[config.mk]
export PLATFORM = sky130hd
export DESIGN_NAME = iot_collect
export DESIGN_NICKNAME = d
export VERILOG_FILES = /design/src/rtl/iotdf_pkg.sv /design/src/rtl/iot_byte_shifter.sv /design/src/rtl/iot_collect.sv
export SDC_FILE = /design/constraint.sdc
export NUM_CORES = 1
export LEC_CHECK = 0
export CORE_MARGIN = 4
export CORE_UTILIZATION = 40
export DETAILED_ROUTE_END_ITERATION = 8
export PLACE_DENSITY = 0.68
export REMOVE_ABC_BUFFERS = 1
export SYNTH_ARGS = -nofsm -noshare
export SYNTH_HDL_FRONTEND = slang
export SYNTH_SLANG_ARGS = --single-unit
[constraint.sdc]
create_clock -name clk -period 9.45 [get_ports clk]
set_input_delay 1.89 -clock clk [delete_from_list [all_inputs] [get_ports clk]]
set_output_delay 1.89 -clock clk [all_outputs]
set_load 0.005 [all_outputs]
[src/rtl/iotdf_pkg.sv]
// Shared constants and types for the IoT data-filtering core.
// Latency: none (definitions only).
// Backpressure: none (definitions only).
package iotdf_pkg;

  localparam int BYTE_W          = 8;
  localparam int BYTES_PER_WORD  = 16;
  localparam int WORDS_PER_ROUND = 8;
  localparam int WORD_W          = BYTE_W * BYTES_PER_WORD;

  localparam int CYC_W = 4;
  localparam int DAT_W = 3;

  typedef logic [WORD_W-1:0] word_t;

endpackage

[src/rtl/iot_byte_shifter.sv]
// MSB-first byte shift register; latches the full word when its last byte arrives.
// Latency: completed word appears on data one edge after the final byte is accepted.
// Backpressure: none internally; accept gates every state change.
module iot_byte_shifter
  import iotdf_pkg::*;
(
  input  logic              clk,
  input  logic              rst,
  input  logic              accept,
  input  logic              last,
  input  logic [BYTE_W-1:0] din,
  output logic [WORD_W-1:0] data,
  output logic              done
);

  word_t shift_reg;
  word_t next_word;

  // The new byte enters at the LSB, so the first byte of a word ends up as its MSB.
  assign next_word = {shift_reg[WORD_W-BYTE_W-1:0], din};
  assign done      = accept & last;

  // Shift on every accepted byte; publish the word only when it is complete so
  // consumers see a stable value between strobes.
  always_ff @(posedge clk or posedge rst) begin
    if (rst) begin
      shift_reg <= '0;
      data      <= '0;
    end else begin
      if (accept) shift_reg <= next_word;
      if (done)   data      <= next_word;
    end
  end

endmodule

[src/rtl/iot_collect.sv]
// Collects 16 sample bytes per word and strobes each finished word to the filter units.
// Latency: data/word_valid/round_done valid one edge after the 16th byte is accepted.
// Backpressure: busy is hold registered once; bytes offered while busy=1 are dropped.
// Optional: define IOT_ROUND_CNT_EN to add the 8-bit round_id output.
module iot_collect
  import iotdf_pkg::*;
(
  input  logic              clk,
  input  logic              rst,
  input  logic              in_en,
  input  logic [BYTE_W-1:0] iot_in,
  input  logic              hold,
  output logic              busy,
  output logic [WORD_W-1:0] data,
  output logic [CYC_W-1:0]  cnt_cycle,
  output logic [DAT_W-1:0]  cnt_data,
  output logic              word_valid,
  output logic              round_done
`ifdef IOT_ROUND_CNT_EN
  ,
  output logic [7:0]        round_id
`endif
);

  logic accept;
  logic last_byte;
  logic last_word;
  logic word_done;

  // busy is registered, so a byte offered in the cycle hold first rises still gets in.
  assign accept    = in_en & ~busy;
  assign last_byte = (cnt_cycle == CYC_W'(BYTES_PER_WORD - 1));
  assign last_word = (cnt_data == DAT_W'(WORDS_PER_ROUND - 1));

  iot_byte_shifter u_shifter (
    .clk    (clk),
    .rst    (rst),
    .accept (accept),
    .last   (last_byte),
    .din    (iot_in),
    .data   (data),
    .done   (word_done)
  );

  // One-cycle registered copy of the downstream stall request.
  always_ff @(posedge clk or posedge rst) begin
    if (rst) busy <= 1'b0;
    else     busy <= hold;
  end

  // Byte and word position counters; both only move on an accepted byte.
  always_ff @(posedge clk or posedge rst) begin
    if (rst) begin
      cnt_cycle <= '0;
      cnt_data  <= '0;
    end else if (accept) begin
      cnt_cycle <= last_byte ? '0 : cnt_cycle + CYC_W'(1);
      if (last_byte) cnt_data <= last_word ? '0 : cnt_data + DAT_W'(1);
    end
  end

  // Strobes are single-cycle and coincide with the newly published word.
  always_ff @(posedge clk or posedge rst) begin
    if (rst) begin
      word_valid <= 1'b0;
      round_done <= 1'b0;
    end else begin
      word_valid <= word_done;
      round_done <= word_done & last_word;
    end
  end

`ifdef IOT_ROUND_CNT_EN
  // Round counter advances on the same edge that raises round_done.
  always_ff @(posedge clk or posedge rst) begin
    if (rst)                        round_id <= '0;
    else if (word_done & last_word) round_id <= round_id + 8'd1;
  end
`endif

endmodule
== Yosys cells after proc, flatten, opt, wreduce, memory -nomap -nowiden ==
Index checks and enable logic that the tools add are counted.
Cells by class
  equality and inequality tests: 2
  bitwise operators: 4
  mux-type cells: 2
  reductions and logical operators: 1
  add/sub/neg operators: 2
Operator list (count)
  4-bit by 1-bit adder with 4-bit output, second input constant: 1
  4-bit equality test, second input constant: 1
  4-bit two-way mux: 1
  3-bit by 1-bit adder with 3-bit output, second input constant: 1
  1-bit bitwise AND: 3
  3-bit equality test, second input constant: 1
  3-bit two-way mux: 1
  2-bit AND reduction: 1
  1-bit NOT: 1
Storage, ports and cells
  output and inout port bits: 138
  word-level logic and storage cells: 18
  bits of input ports: 12
  flip-flop bits (word level): 258

== Depth between registers and ports, before layout ==
Gate-level depths: netlist of the first run.
  depth in word-level cells: 4
  gate-level depth with buffers: 6
  mapped depth without buffers: 4

== Hierarchy ==
From an unflattened synthesis of the first run, not the netlist that was laid out.
Second synthesis, totals
  cells, all modules: 559
  area total of the unflattened synthesis: 9626.7 µm²
By module, submodules not included
  iot_byte_shifter: sequential area each 6206.0 µm², area an instance 9182.6 µm², times used 1, cells an instance 525
  iot_collect: sequential area each 250.2 µm², area an instance 444.2 µm², times used 1, cells an instance 34

== Least setup slack after synthesis of the first run ==
OpenSTA, ideal clock, no wires.
  path type: in2reg
  start point: input in_en
  end point: register u_shifter.data[108]
  setup slack: 6503 ps
  stages on the path: 6
  path buffers: 3
  arrival: 2820 ps
  setup time: 127 ps
  path through: nand2b_1 -> buf_4 -> nor2_8 -> buf_12 -> buf_6 -> mux2_1
On the way
  cells in the longest elaborated chain, start to end: 2
RTL lines
  start: declaration: line iot_collect.sv:10  | input logic in_en,
  1-bit bitwise AND: line iot_collect.sv:31  | assign accept = in_en & ~busy;
  1-bit bitwise AND: line iot_byte_shifter.sv:21  | assign done = accept & last;
  end signal: assignment: line iot_byte_shifter.sv:31  | if (done) data <= next_word;
  end: declaration: line iot_byte_shifter.sv:12  | output logic [WORD_W-1:0] data,
Every way passes these cells.
A chain may end at the register's enable or synchronous reset.

== Worst setup path after layout of the first run ==
  start point: input in_en
  end point: register u_shifter.data[83]
The elaborated chain is that of the path after synthesis.

==> key figures, run 1 <==
Outcome
  • Status: completed

Floorplan
  • Io pins: 150
  • Core area: 23700 sq um
  • Die area: 26800 sq um
  • Row cnt: 56
  • Initial Util: 0.410
  • Chip height: 164 um
  • Die X: 164 um

Finish
  • Antenna Cells: 0
  • Layout area overhead: 26.2%
  • Final Cell Area: 12300 sq um
  • Layout cell share with drive strength beyond 1: 0.115
  • Nets: 970
  • Max reg flops: 128

Detailed routing
  • DR pass1 iterations: 4
  • Initial drt markers: 357
  • Routed WL: 18.8 mm
  • Post-DRT Antenna Nets: 0
  • Vias/cell: 4.69
  • Vias: 6064
  • Routed wire per std cell: 14.5 um
  • Drt drc: 0

Critical path
  • Worst Setup EP: u_shifter.data[83]$_DFFE_PP0P_
  • Worst path required time: 9.84 ns
  • Max FO, Critical Path: 79
  • Critical path launch point: in_en
  • CP endpoint kind: flop
  • Worst reg2reg path depth: 4
  • CP arrival: 5.06 ns
  • Reg2Reg Setup Slack: 6.18 ns
  • RR Startpoint: busy$_DFF_PP0_
  • Crit Path Class: in -> reg
  • Crit path launch type: input pin
  • Capturing point of the worst reg2reg path: u_shifter.data[83]$_DFFE_PP0P_

Clock network
  • CTS root buf: clkbuf_16
  • Max Buffers Root-to-Sink: 3
  • H-tree depth: 1
  • # hold bufs at CTS: 0
  • CTS tree: done
  • CTS sink cnt: 258
  • Worst-Skew Late Latency: 0.51 ns
  • Cts bufs inserted: 27
  • Post_cts resized: 0
  • Worst-path clk slew: 0.05 ns
  • Post-CTS Setup Bufs: 0

Timing
  • WHS: 0.472 ns
  • F_max: 0.214 GHz
  • Post-layout worst setup margin: 4.78 ns
  • TNS Setup: 0 ns
  • Final Critical Period: 4.67 ns
  • Slew margin rel.: 0.271
  • # setup viols final: 0
  • Worst-Margin Slew: 1.09 ns
  • Final Cycle Share: 0.494
  • Clk_skew: 0.00809 ns
  • Fin. max-slew vios: 0
  • Final Hold Vio Count: 0
  • Unrepaired setup endpoints after global routing: no

Placement
  • Pre-CTS setup slack: 4.19 ns
  • RD Place Congestion: 0.707
  • HPWL Detailed: 11.1 mm
  • Placed inst area: 11400 sq um
  • Number of port buffers: 149

Synthesis
  • Post-synthesis mux area share: 0.152
  • Post-synth EDFFs: 0
  • Top cell type's share of synthesized area: 0.665
  • Synth top area cells: dfrtp_1, nand2_1, mux2_1, mux2_2, buf_6
  • Most common cell in the netlist: nand2_1
  • Mapped Cells: 814
  • Avg Cell Area, Syn: 11.9 sq um
  • Leading area contributor after synthesis: dfrtp_1
  • Adder-cell share of the synthesized area: 0.00387
  • Ys Warns: 0
  • Yosys reg bits: 258
  • Main synth FF type: dfrtp_1
  • Synthesized cell area: 9710 sq um
  • Post-synthesis sequential area ratio: 0.665
  • Compound-Gate Fraction of Synth Area: 0.00232
  • Simple-gate share of the synthesized area: 0.148
  • Post-Synth XOR/XNOR Area: 0.000902
  • Ys async rst share: 1.00
  • Largest family of logic cells by synthesized area: multiplexers
  • Commonest cells post-synth: nand2_1, dfrtp_1, mux2_1
  • Count of different cell masters after synthesis: 24

Power and ir drop
  • PD cells: 217 nW/um^2
  • Leakage Power: 6.35 nW
  • Reg power frac: 0.511
  • Internal: 0.00201 W
  • Sw frac: 0.243
  • Peak VDD IR: 0.137 mV
  • Combinational share of power: 0.110
  • Total power: 0.00266 W
  • Clock power share: 0.379
  • Psw: 0.000647 W

Hold path
  • Worst hold path class: reg -> reg
  • Hold wc startpoint: u_shifter.shift_reg[114]$_DFFE_PP0N_

Global routing
  • First-pass GRT wire length: 32.0 mm
  • GRT Total Usage: 0.143
  • Remaining Overflow, GRT: 0
  • Largest net degree at the start of global routing: 108
  • Vias in the first global route: 6243
  • Initial antenna violation count: 0

Run
  • Number of max-cap violations: 0
==> cell usage in the layout (no fill, tap or decap) <==
cell type	count
nand2_1	366
dfrtp_1	258
clkdlybuf4s50_1	149
mux2_1	70
mux2_2	61
clkbuf_16	27
clkbuf_8	10
clkbuf_1	7
buf_4	5
ha_1	3
clkinv_2	3
o21ai_0	2
nand2b_4	1
nand3_2	1
nor2_8	1
nor2b_4	1
and2_1	1
inv_8	1
nand4_1	1
inv_1	1
a21oi_1	1
o31ai_1	1
nor2_1	1
xnor2_1	1
clkinv_4	1
==> metrics by stage <==
stage                     utilization  cells
final                           0.517   1293
after global routing            0.517   1293
after CTS                       0.517   1293
after detailed placement        0.481   1245
after global placement          0.481   1245
after floorplan                     -    772
==> worst max-delay path, stage by stage <==
cell and delay, ns:
clkdlybuf4s50_1 0.53, nand2b_4 0.30, nor2_8 0.84, buf_4 0.92
mux2_2 0.42
==> layer usage <==
layer	GRT usage	part of all wire	routed length (um)	vias to the layer above
met5	0	0	0	-
met4	0.0301	0.016	304	0
met3	0.0439	0.079	1480	28
met2	0.228	0.45	8530	147
met1	0.196	0.45	8440	2992
li1	-	-	-	2897
==> final cells by class <==
type	count	area, sq um
Clock inverter	4	23.8
Inverter	2	15.0
Fill cell	2139	11400
Tap cell	319	399
Timing Repair Buffer	154	1530
Multi-Input combinational cell	512	2990
Sequential cell	258	6460
Clock buffer	44	840
==> power by group through the flow <==
stage          clock network [W]  logic [W]  registers (W)
6_report                 0.00101   0.000292        0.00136
5_1_grt                  0.00110   0.000337        0.00138
4_1_cts                  0.00105   0.000301        0.00136
3_5_place_dp                   0   0.000298        0.00138
3_3_place_gp                   0   0.000289        0.00137
2_1_floorplan                  0   0.000152        0.00136
==> worst min-delay path by stage <==
stage                                                end  slack (ns)  cells past startpoint
floorplan           u_shifter.shift_reg[112]$_DFFE_PP0N_        0.44                      2
global placement    u_shifter.shift_reg[116]$_DFFE_PP0N_        0.46                      2
detailed placement  u_shifter.shift_reg[112]$_DFFE_PP0N_        0.46                      2
CTS                 u_shifter.shift_reg[112]$_DFFE_PP0N_        0.47                      2
global route             u_shifter.data[120]$_DFFE_PP0P_        0.50                      1
finish              u_shifter.shift_reg[114]$_DFFE_PP0N_        0.47                      2
==> kinds of logic (layout without fill, tap and decap cells) <==
family,after synthesis,count (layout)
AND/OR/NAND/NOR,373,373
AO/OA/AOI/OAI,4,4
adder cells (fa/ha/maj),3,3
buffers and inverters,44,204
XOR/XNOR,1,1
flip-flops,258,258
multiplexers,131,131
(Power assumes the default switching activity.)
==> inputs of run 2 (changes only) <==
Settings changed: PLACE_DENSITY 0.68 to 0.65.
Clock period 9.45 ns to 4.7 ns, I/O delays scaled along.
==> run 2 against run 1 <==
Against the previous run: first-iteration DRC count shrank 13%; wire length is 1.2% higher; count of clock-buffer cells in the layout down 5; power up 110%; combinational power increased by 100%; register-to-register slack got worse by 3.7 ns; sequential share of layout area shrank 0.71 points; setup slack worse by 2.7 ns; cell count rose by 0.46%; die area is the same; sequential cell count did not move; final area up 1.4%; critical path type unchanged; largest cell class unchanged; largest power group unchanged.
==> key figures, run 2 (synthesis results as in run 1) <==
Outcome
  • Status: completed

Critical path
  • Reg2Reg Setup Slack: 2.50 ns (-3.68 ns)
  • Worst reg2reg path depth: 5 (+1)
  • Worst path required time: 5.13 ns (-4.71 ns)
  • Worst Setup EP: cnt_cycle[3]$_DFFE_PP0N_
  • Capturing point of the worst reg2reg path: u_shifter.data[49]$_DFFE_PP0P_
  • Max FO, Critical Path: 67 (-15%)
  • CP arrival: 3.04 ns (-2.02 ns)
  • Critical path launch point: in_en
  • Crit path launch type: input pin
  • RR Startpoint: cnt_cycle[0]$_DFFE_PP0N_
  • Crit Path Class: in -> reg
  • CP endpoint kind: flop

Clock network
  • Post_cts resized: 0 (unchanged)
  • Worst-Skew Late Latency: 0.52 ns (about the same)
  • # hold bufs at CTS: 0 (unchanged)
  • Post-CTS Setup Bufs: 0 (unchanged)
  • Max Buffers Root-to-Sink: 3 (unchanged)
  • Worst-path clk slew: 0.06 ns (about the same)
  • CTS tree: done
  • H-tree depth: 1 (unchanged)
  • Cts bufs inserted: 27 (unchanged)
  • CTS sink cnt: 258 (unchanged)
  • CTS root buf: clkbuf_16

Placement
  • HPWL Detailed: 11.6 mm (+5.1%)
  • Pre-CTS setup slack: 1.53 ns (-2.66 ns)
  • Number of port buffers: 149 (unchanged)
  • RD Place Congestion: 0.707 (about the same)
  • Inst Count DP: 1251 (+0.48%)

Timing
  • Final Cycle Share: 0.555
  • Final Hold Vio Count: 0 (unchanged)
  • # setup viols final: 0 (unchanged)
  • Final Critical Period: 2.61 ns
  • Clk_skew: 0.00987 ns (+0.00178 ns)
  • Slew margin rel.: 0.494 (+0.224)
  • TNS Setup: 0 ns (unchanged)
  • Post-layout worst setup margin: 2.09 ns (-2.69 ns)
  • WHS: 0.476 ns (+0.00404 ns)
  • Unrepaired setup endpoints after global routing: no
  • F_max: 0.384 GHz
  • Fin. max-slew vios: 0 (unchanged)
  • Worst-Margin Slew: 0.757 ns (-0.337 ns)

Global routing
  • First-pass GRT wire length: 31.7 mm (-0.90%)
  • Remaining Overflow, GRT: 0 (unchanged)
  • Initial antenna violation count: 0 (unchanged)
  • Largest net degree at the start of global routing: 94 (-13%)
  • Vias in the first global route: 6094 (-2.4%)
  • GRT Total Usage: 0.143 (-0.000611)

Detailed routing
  • Initial drt markers: 311 (-13%)
  • Routed WL: 19.0 mm (+1.2%)
  • Drt drc: 0 (unchanged)
  • DR pass1 iterations: 7 (+3)
  • Vias/cell: 4.61 (-1.6%)
  • Post-DRT Antenna Nets: 0 (unchanged)
  • Vias: 5994 (-1.2%)
  • Routed wire per std cell: 14.6 um (+0.75%)

Floorplan
  • Die area: 26800 sq um (unchanged)
  • Io pins: 150 (unchanged)
  • Core area: 23700 sq um (unchanged)
  • Chip height: 164 um (unchanged)
  • Initial Util: 0.410 (unchanged)
  • Row cnt: 56 (unchanged)
  • Die X: 164 um (unchanged)

Finish
  • Final Core Density: 0.525 (+0.00708)
  • Layout area overhead: 28.0%
  • Fin cells: 1299 (+0.46%)
  • Most common cell after layout, fill and taps aside: nand2_1
  • Commonest non-fill, non-tap cells in the layout: nand2_1, dfrtp_1, clkdlybuf4s50_1
  • Antenna Cells: 0 (unchanged)
  • Nets: 976 (+0.62%)
  • Max reg flops: 128 (unchanged)
  • Layout cell share with drive strength beyond 1: 0.120 (+0.00542)

Hold path
  • WHS Path Cells: 2 (unchanged)
  • Worst hold path class: reg -> reg

Power and ir drop
  • Peak VDD IR: 0.249 mV (+83%)
  • PD cells: 443 nW/um^2 (+100%)
  • Leakage Power: 6.41 nW (+0.99%)

Run
  • Number of max-cap violations: 0 (unchanged)
run 2: cell count changes in the layout (fill, tap and decap cells not counted):
cell and delta:
clkinv_4 -1, bufinv_16 +4, clkinvlp_4 +3, buf_12 +5, clkinv_2 -1, buf_4 +1, clkbuf_8 -5
run 2: critical path: stages:
cell	delay, ns
clkdlybuf4s50_1	0.46
nand2b_4	0.13
buf_4	0.51
buf_4	0.72
o31ai_1	0.14
o21ai_0	0.09
run 2: layout make-up:
type / count / area (sq um)
Multi-Input combinational cell: 512 / 2990
Inverter: 2 / 15.0
Tap cell: 319 / 399
Fill cell: 2104 / 11300
Clock inverter: 9 / 153
Sequential cell: 258 / 6460
Clock buffer: 39 / 771
Timing Repair Buffer: 160 / 1640
run 2: worst min path at each step:
stage | startpoint | to | slack, ns
after floorplan | u_shifter.shift_reg[112]$_DFFE_PP0N_ | u_shifter.shift_reg[112]$_DFFE_PP0N_ | 0.44
after global placement | u_shifter.shift_reg[114]$_DFFE_PP0N_ | u_shifter.shift_reg[114]$_DFFE_PP0N_ | 0.46
after detailed placement | u_shifter.shift_reg[114]$_DFFE_PP0N_ | u_shifter.shift_reg[114]$_DFFE_PP0N_ | 0.47
after CTS | u_shifter.shift_reg[116]$_DFFE_PP0N_ | u_shifter.shift_reg[116]$_DFFE_PP0N_ | 0.48
after global routing | u_shifter.data[114]$_DFFE_PP0P_ | u_shifter.data[114]$_DFFE_PP0P_ | 0.50
final | u_shifter.shift_reg[116]$_DFFE_PP0N_ | u_shifter.shift_reg[116]$_DFFE_PP0N_ | 0.48
run 2: where the power goes:
group | total (W) | switching [W] | internal [W]
sequential | 0.00273 | 0.000214 | 0.00252
combinational | 0.000595 | 0.000269 | 0.000326
clock | 0.00218 | 0.000826 | 0.00135
run 2: metal layers:
layer / global-route usage / wire length (um) / up-vias / part of all wire
met1: 0.206 / 8970 / 2918 / 0.47
met5: 0 / 0 / - / 0
met4: 0.0305 / 278 / 0 / 0.015
li1: - / - / 2899 / -
met3: 0.0452 / 1480 / 27 / 0.078
met2: 0.214 / 8260 / 150 / 0.43
run 2: metrics by stage:
step	area (sq um)	power, W
after floorplan	9440	0.00303
after global placement	11500	0.00336
after detailed placement	11500	0.00338
after CTS	12400	0.00560
after global routing	12400	0.00581
final	12400	0.00551
